### src/rtl/cpu_pkg.sv
// rtl/cpu_pkg.sv - shared CPU constants: instruction width, opcodes, fetch FSM states
package cpu_pkg;

   localparam int INST_W = 32;

   // Full 11-bit opcodes, inst[31:21]
   localparam logic [10:0] OP_LDUR = 11'h7C2;
   localparam logic [10:0] OP_STUR = 11'h7C0;
   localparam logic [10:0] OP_ADD  = 11'h458;
   localparam logic [10:0] OP_SUB  = 11'h658;
   localparam logic [10:0] OP_AND  = 11'h450;
   localparam logic [10:0] OP_ORR  = 11'h550;
   localparam logic [10:0] OP_HALT = 11'h7FF;

   // Prefix opcodes, matched against the top bits of inst
   localparam logic [9:0]  OP_ADDI = 10'h244;
   localparam logic [7:0]  OP_CBZ  = 8'hB4;
   localparam logic [7:0]  OP_CBNZ = 8'hB5;
   localparam logic [5:0]  OP_B    = 6'h05;

   typedef enum logic [2:0] {
      IDLE,
      REQ,
      HOLD,
      FLUSH,
      HALTED
   } fetch_state_t;

   function automatic logic is_halt(input logic [10:0] opc);
      return opc == OP_HALT;
   endfunction

endpackage

### src/rtl/cpu_fetch_skid.sv
// rtl/cpu_fetch_skid.sv - 1-entry instruction/pc buffer with stream handshakes on both sides
module cpu_fetch_skid
   import cpu_pkg::*;
#(
   parameter int PC_W = 64
) (
   input  logic              clk,
   input  logic              rst,
   input  logic              flush,
   input  logic              s_tvalid,
   output logic              s_tready,
   input  logic [INST_W-1:0] s_tdata,
   input  logic [PC_W-1:0]   s_tpc,
   output logic              m_tvalid,
   input  logic              m_tready,
   output logic [INST_W-1:0] m_tdata,
   output logic [PC_W-1:0]   m_tpc
);

   logic              valid_q, valid_d;
   logic [INST_W-1:0] data_q, data_d;
   logic [PC_W-1:0]   pc_q, pc_d;

   // Strictly one entry: no push while occupied, so the fetch side never overruns it
   assign s_tready = !valid_q;
   assign m_tvalid = valid_q;
   assign m_tdata  = data_q;
   assign m_tpc    = pc_q;

   always_comb begin
      valid_d = valid_q;
      data_d  = data_q;
      pc_d    = pc_q;
      if (m_tready) begin
         valid_d = 1'b0;
      end
      if (s_tvalid && s_tready) begin
         valid_d = 1'b1;
         data_d  = s_tdata;
         pc_d    = s_tpc;
      end
      if (flush) begin
         valid_d = 1'b0;
      end
   end

   always_ff @(posedge clk) begin
      if (rst) begin
         valid_q <= 1'b0;
         data_q  <= '0;
         pc_q    <= '0;
      end else begin
         valid_q <= valid_d;
         data_q  <= data_d;
         pc_q    <= pc_d;
      end
   end

endmodule

### src/rtl/cpu_fetch.sv
// rtl/cpu_fetch.sv - fetch stage: PC, imem req/ack, decode valid/ready, redirects, HALT
// FETCH_SKID_EN: fetch pc+4 while holding an instruction, parked in cpu_fetch_skid.
module cpu_fetch
   import cpu_pkg::*;
#(
   parameter int              PC_W     = 64,
   parameter logic [PC_W-1:0] RESET_PC = '0
) (
   input  logic            clk,
   input  logic            rst,
   output logic            imem_req,
   output logic [PC_W-1:0] imem_addr,
   input  logic            imem_ack,
   input  logic [31:0]     imem_rdata,
   output logic [31:0]     inst,
   output logic [PC_W-1:0] inst_pc,
   output logic            inst_valid,
   input  logic            inst_ready,
   input  logic            redir_valid,
   input  logic [PC_W-1:0] redir_pc,
   input  logic [PC_W-1:0] redir_imm,
   output logic            halted
);

   fetch_state_t      state_q, state_d;
   logic [PC_W-1:0]   pc_q, pc_d;
   logic [PC_W-1:0]   addr_q, addr_d;
   logic [PC_W-1:0]   inst_pc_q, inst_pc_d;
   logic [INST_W-1:0] inst_q, inst_d;
   logic [PC_W-1:0]   redir_sum, redir_tgt;
   logic              accept, hold_req;

   assign redir_sum = redir_pc + (redir_imm << 2);
   assign redir_tgt = {redir_sum[PC_W-1:2], 2'b00};
   assign accept    = (state_q == HOLD) && inst_ready;

`ifdef FETCH_SKID_EN
   logic              skid_push, skid_pop, skid_flush;
   logic              skid_valid, skid_in_ready;
   logic [INST_W-1:0] skid_data;
   logic [PC_W-1:0]   skid_pc;

   // No prefetch behind a HALT, so a halting fetch never has data in flight
   assign hold_req = (state_q == HOLD) && skid_in_ready && !is_halt(inst_q[31:21]);

   cpu_fetch_skid #(.PC_W(PC_W)) u_skid (
      .clk      (clk),
      .rst      (rst),
      .flush    (skid_flush),
      .s_tvalid (skid_push),
      .s_tready (skid_in_ready),
      .s_tdata  (imem_rdata),
      .s_tpc    (pc_q),
      .m_tvalid (skid_valid),
      .m_tready (skid_pop),
      .m_tdata  (skid_data),
      .m_tpc    (skid_pc)
   );
`else
   assign hold_req = 1'b0;
`endif

   always_comb begin
      state_d   = state_q;
      pc_d      = pc_q;
      inst_d    = inst_q;
      inst_pc_d = inst_pc_q;
      imem_req  = 1'b0;
`ifdef FETCH_SKID_EN
      skid_push  = 1'b0;
      skid_pop   = 1'b0;
      skid_flush = 1'b0;
`endif
      case (state_q)
         IDLE: state_d = REQ;
         REQ: begin
            imem_req = 1'b1;
            if (redir_valid) begin
               pc_d    = redir_tgt;
               state_d = imem_ack ? REQ : FLUSH;
            end else if (imem_ack) begin
               inst_d    = imem_rdata;
               inst_pc_d = pc_q;
               pc_d      = pc_q + PC_W'(4);
               state_d   = HOLD;
            end
         end
         HOLD: begin
            imem_req = hold_req;
            if (redir_valid) begin
               pc_d    = redir_tgt;
               state_d = (hold_req && !imem_ack) ? FLUSH : REQ;
`ifdef FETCH_SKID_EN
               skid_flush = 1'b1;
`endif
            end else if (accept) begin
               state_d = is_halt(inst_q[31:21]) ? HALTED : REQ;
`ifdef FETCH_SKID_EN
               if (!is_halt(inst_q[31:21]) && skid_valid) begin
                  skid_pop  = 1'b1;
                  inst_d    = skid_data;
                  inst_pc_d = skid_pc;
                  state_d   = HOLD;
               end else if (hold_req && imem_ack) begin
                  inst_d    = imem_rdata;
                  inst_pc_d = pc_q;
                  pc_d      = pc_q + PC_W'(4);
                  state_d   = HOLD;
               end
`endif
            end
`ifdef FETCH_SKID_EN
            else if (hold_req && imem_ack) begin
               skid_push = 1'b1;
               pc_d      = pc_q + PC_W'(4);
            end
`endif
         end
         FLUSH: begin
            imem_req = 1'b1;
            if (redir_valid) begin
               pc_d = redir_tgt;
            end
            if (imem_ack) begin
               state_d = REQ;
            end
         end
         HALTED: ;
         default: ;
      endcase
      // FLUSH keeps presenting the abandoned address until its ack drains
      addr_d = (state_d == FLUSH) ? addr_q : pc_d;
   end

   always_ff @(posedge clk) begin
      if (rst) begin
         state_q   <= IDLE;
         pc_q      <= RESET_PC;
         addr_q    <= RESET_PC;
         inst_q    <= '0;
         inst_pc_q <= RESET_PC;
      end else begin
         state_q   <= state_d;
         pc_q      <= pc_d;
         addr_q    <= addr_d;
         inst_q    <= inst_d;
         inst_pc_q <= inst_pc_d;
      end
   end

   assign imem_addr  = addr_q;
   assign inst       = inst_q;
   assign inst_pc    = inst_pc_q;
   assign inst_valid = (state_q == HOLD);
   assign halted     = (state_q == HALTED);

endmodule

### config.mk
export PLATFORM = sky130hd
export DESIGN_NAME = cpu_fetch
export DESIGN_NICKNAME = d
export VERILOG_FILES = /design/src/rtl/cpu_pkg.sv /design/src/rtl/cpu_fetch_skid.sv /design/src/rtl/cpu_fetch.sv
export SDC_FILE = /design/constraint.sdc
export NUM_CORES = 1
export LEC_CHECK = 0
export CORE_UTILIZATION = 46
export DETAILED_ROUTE_END_ITERATION = 7
export PLACE_DENSITY_LB_ADDON = 0.15
export REMOVE_ABC_BUFFERS = 1
export SLEW_MARGIN = 40
export SYNTH_ARGS = -nofsm -noshare
export SYNTH_HDL_FRONTEND = slang
export SYNTH_SLANG_ARGS = --single-unit
### constraint.sdc
create_clock -name clk -period 3.37 [get_ports clk]
set_clock_uncertainty 0.05 [all_clocks]
set_input_delay 0.674 -clock clk [delete_from_list [all_inputs] [get_ports clk]]
set_output_delay 0.674 -clock clk [all_outputs]
set_load 0.1 [all_outputs]
==> results of run 1 <==
==> logic make-up (layout without fill, tap and decap cells) <==
| family | after synthesis | in the layout | share of synthesized area |
|---|---|---|---|
| AO/OA/AOI/OAI | 616 | 616 | 0.279 |
| XOR/XNOR | 35 | 35 | 0.0218 |
| adder cells (fa/ha/maj) | 63 | 63 | 0.0566 |
| buffers and inverters | 161 | 662 | 0.0466 |
| flip-flops | 227 | 227 | 0.323 |
| multiplexers | 14 | 14 | 0.0101 |
| AND/OR/NAND/NOR | 803 | 803 | 0.263 |
==> area by class of cell <==
cell class / instances / area, um2 / area share
multi-input cells: 1531 / 9350 / 0.463
well taps: 390 / 488 / 0.0242
clock inverters: 9 / 108 / 0.00533
flip-flops and latches: 227 / 4540 / 0.225
inverters: 25 / 93.8 / 0.00465
clock buffers: 30 / 622 / 0.0308
repair buffers: 598 / 4980 / 0.247
==> where the power goes <==
part,total [mW],switching (mW),internal (mW)
registers,3.04,0.183,2.85
clock network,2.55,1.10,1.45
logic,3.11,1.97,1.15
total,8.70,3.25,5.45
==> worst paths after layout <==
kind	start	to	depth (start not counted)
worst min register to register	inst_pc[13]	inst_pc[13]	2
worst min-delay path	inst_pc[13]	inst_pc[13]	2
worst max register to register	pc_q[43]	imem_addr[63]	10
worst max-delay path	redir_imm[16]	imem_addr[52]	11
==> what timing repair did <==
item / in CTS / in global routing
buffers inserted: 3 / 5
pin swaps: 9 / 21
resized for setup: 18 / 66
endpoints found under the setup margin: 36 / 41
==> flip-flops by register name, summed over array words and instances, names as in the netlist <==
| name | count |
|---|---|
| inst_pc | 64 |
| imem_addr | 64 |
| inst | 32 |
| pc_q | 64 |
| state_q | 3 |
==> cells in the final DEF, fill, tap and decap left out, types with 14 or more instances in the layout <==
cell type	count
dlymetal6s2s_1	15
inv_1	23
nand2_1	322
nor3_1	47
dfxtp_1	227
ha_1	40
o21a_1	23
o21ai_0	99
a211oi_1	42
a21o_1	38
and3_1	29
a31oi_1	27
buf_4	432
nor2_1	177
nor4_1	14
xnor2_1	22
nand3_1	65
or3_1	14
nand2b_1	14
o31ai_1	15
ha_4	20
and2_1	19
clkdlybuf4s50_1	139
a21oi_1	234
nand4_1	38
clkbuf_16	23
==> metrics by stage <==
stage               worst slack (ns)   util  total power, mW
detailed placement            -0.782  0.633             6.05
global placement              -0.706  0.633             6.02
global route                 -0.0277  0.676             9.00
floorplan                      -2.11      -             4.79
CTS                          -0.0217  0.661             8.59
finish                         0.110  0.676             8.70
==> tightest hold or removal path, delay by kind of cell (launching register included) <==
| kind | cells | cell delay (ns) |
|---|---|---|
| and+or+nand+nor | 1 | 0.05 |
| AOI/OAI and AO/OA | 1 | 0.05 |
| DFF | 1 | 0.31 |
==> per-layer routing <==
metal / track usage / wire length [um] / part of all wire
met1: 0.486 / 24500 / 0.44
met2: 0.520 / 24300 / 0.44
met3: 0.0374 / 5170 / 0.093
met4: 0.103 / 1500 / 0.027
met5: 0 / 0 / 0
==> run metrics, run 1 <==
commonest cells in the synthesized netlist nand2_1, a21oi_1, dfxtp_1; remaining antenna violation count after routing 0; Leak 8.38 nW; Async SR Flop Fraction 0; die extent in x 177 um; Post-Route WL between 50000 and 60000 um; # rows 63; area delta synth->final 43.5%; critical path's slowest cell clkdlybuf4s50_1; CP max FO 5; clk sink count approximately 230; gr ovfl total 0; upper clock frequency limit 307 MHz; dpl cell area 0.0189 mm2; CTS Buffer Depth 3; count leader, synth nand2_1; worst path required time 3.75 ns; detailed placement HPWL between 40000 and 50000 um; Hold WS 0.403 ns; Post-Syn Instances roughly 1900; Fin. Hold Viols 0; Clock Pin Slew Worst Setup and Hold Paths 0.06 ns; vias per inst 5.98; GPL Wtd Cong 0.996; CP Data Arrival Time 3.64 ns; syn_area_per_cell 7.33 um2; Num CTS Buffers 23; CP Class input port to flop; hold crit path type flop to flop; post-synth cell types 86; power per cell area approximately 430 mW/mm2; VDD IR max 0.314 mV; gr usage total 0.336; #FFs+latches synth 227; slowest stage delay, CP 0.45 ns; Final Non-Filler Cells approximately 2800; Iteration-0 DRC Markers 1745; initial antenna violation count 0; CTS root buffer clkbuf_16; crit path time final 3.26 ns; CTS tree done; share of layout cells above drive strength 1 0.230; H-tree levels 1; status complete, no violations; top cell type's share of synthesized area 0.323; DRT Pass-1 Iters 8; CP Capture Type flop; IO Count ~330; Ant. Diodes 0; first-pass GRT wire length 83300 um; number of filler cells placed in the layout 2641; Top FF cell, synth dfxtp_1; initial core utilization 0.471; FF-to-FF setup slack between 0.3 and 0.4 ns; clock latency on the worst-skew pair 0.52 ns; number of synthesis warnings 0; number of buffer and inverter stages on the critical path 2; DIE HEIGHT 177 um; Cells after DPL 2763; Total Neg Setup Slack 0 ns; Post-synth EDFFs 0; relative slew slack 0.572; Routed WL per cell 19.7 um; synth top area cells dfxtp_1, nand2_1, a21oi_1; largest delay contributor family on the critical path compound AO/OA/AOI/OAI gates; final worst-path cycle share 0.967; # nets final 2634; CORE AREA 0.0299 mm2; Remaining DRCs 0; Port-buffer cells 323; vias 16800; Worst Tran Pin Value 0.642 ns; register area share after synthesis 0.323; Mapped Area 0.0141 mm2; Cell Chain, Critical Path clkdlybuf4s50_1, ha_4, nand4_1, or3_4, a2111oi_4, buf_4, o2111ai_4, a211oi_2, nor3_1, nand3b_1, a311oi_1; fin area around 0.02 mm2; vias in the first global route 15300; largest net degree at the start of global routing 79; Max-cap violations 0; Worst setup SP type input port; Final Setup Violations 0; die area 0.0313 mm2; largest area contributor in the netlist dfxtp_1; max-slew violation count 0; Post-CTS Hold Buffers 0
(Power assumes the default switching activity.)
==> inputs of run 2 (changes only) <==
HOLD_SLACK_MARGIN = 0.15   (was default)
==> results of run 2 <==
Same layout as run 1: the final DEF is identical, and so are final timing and power.
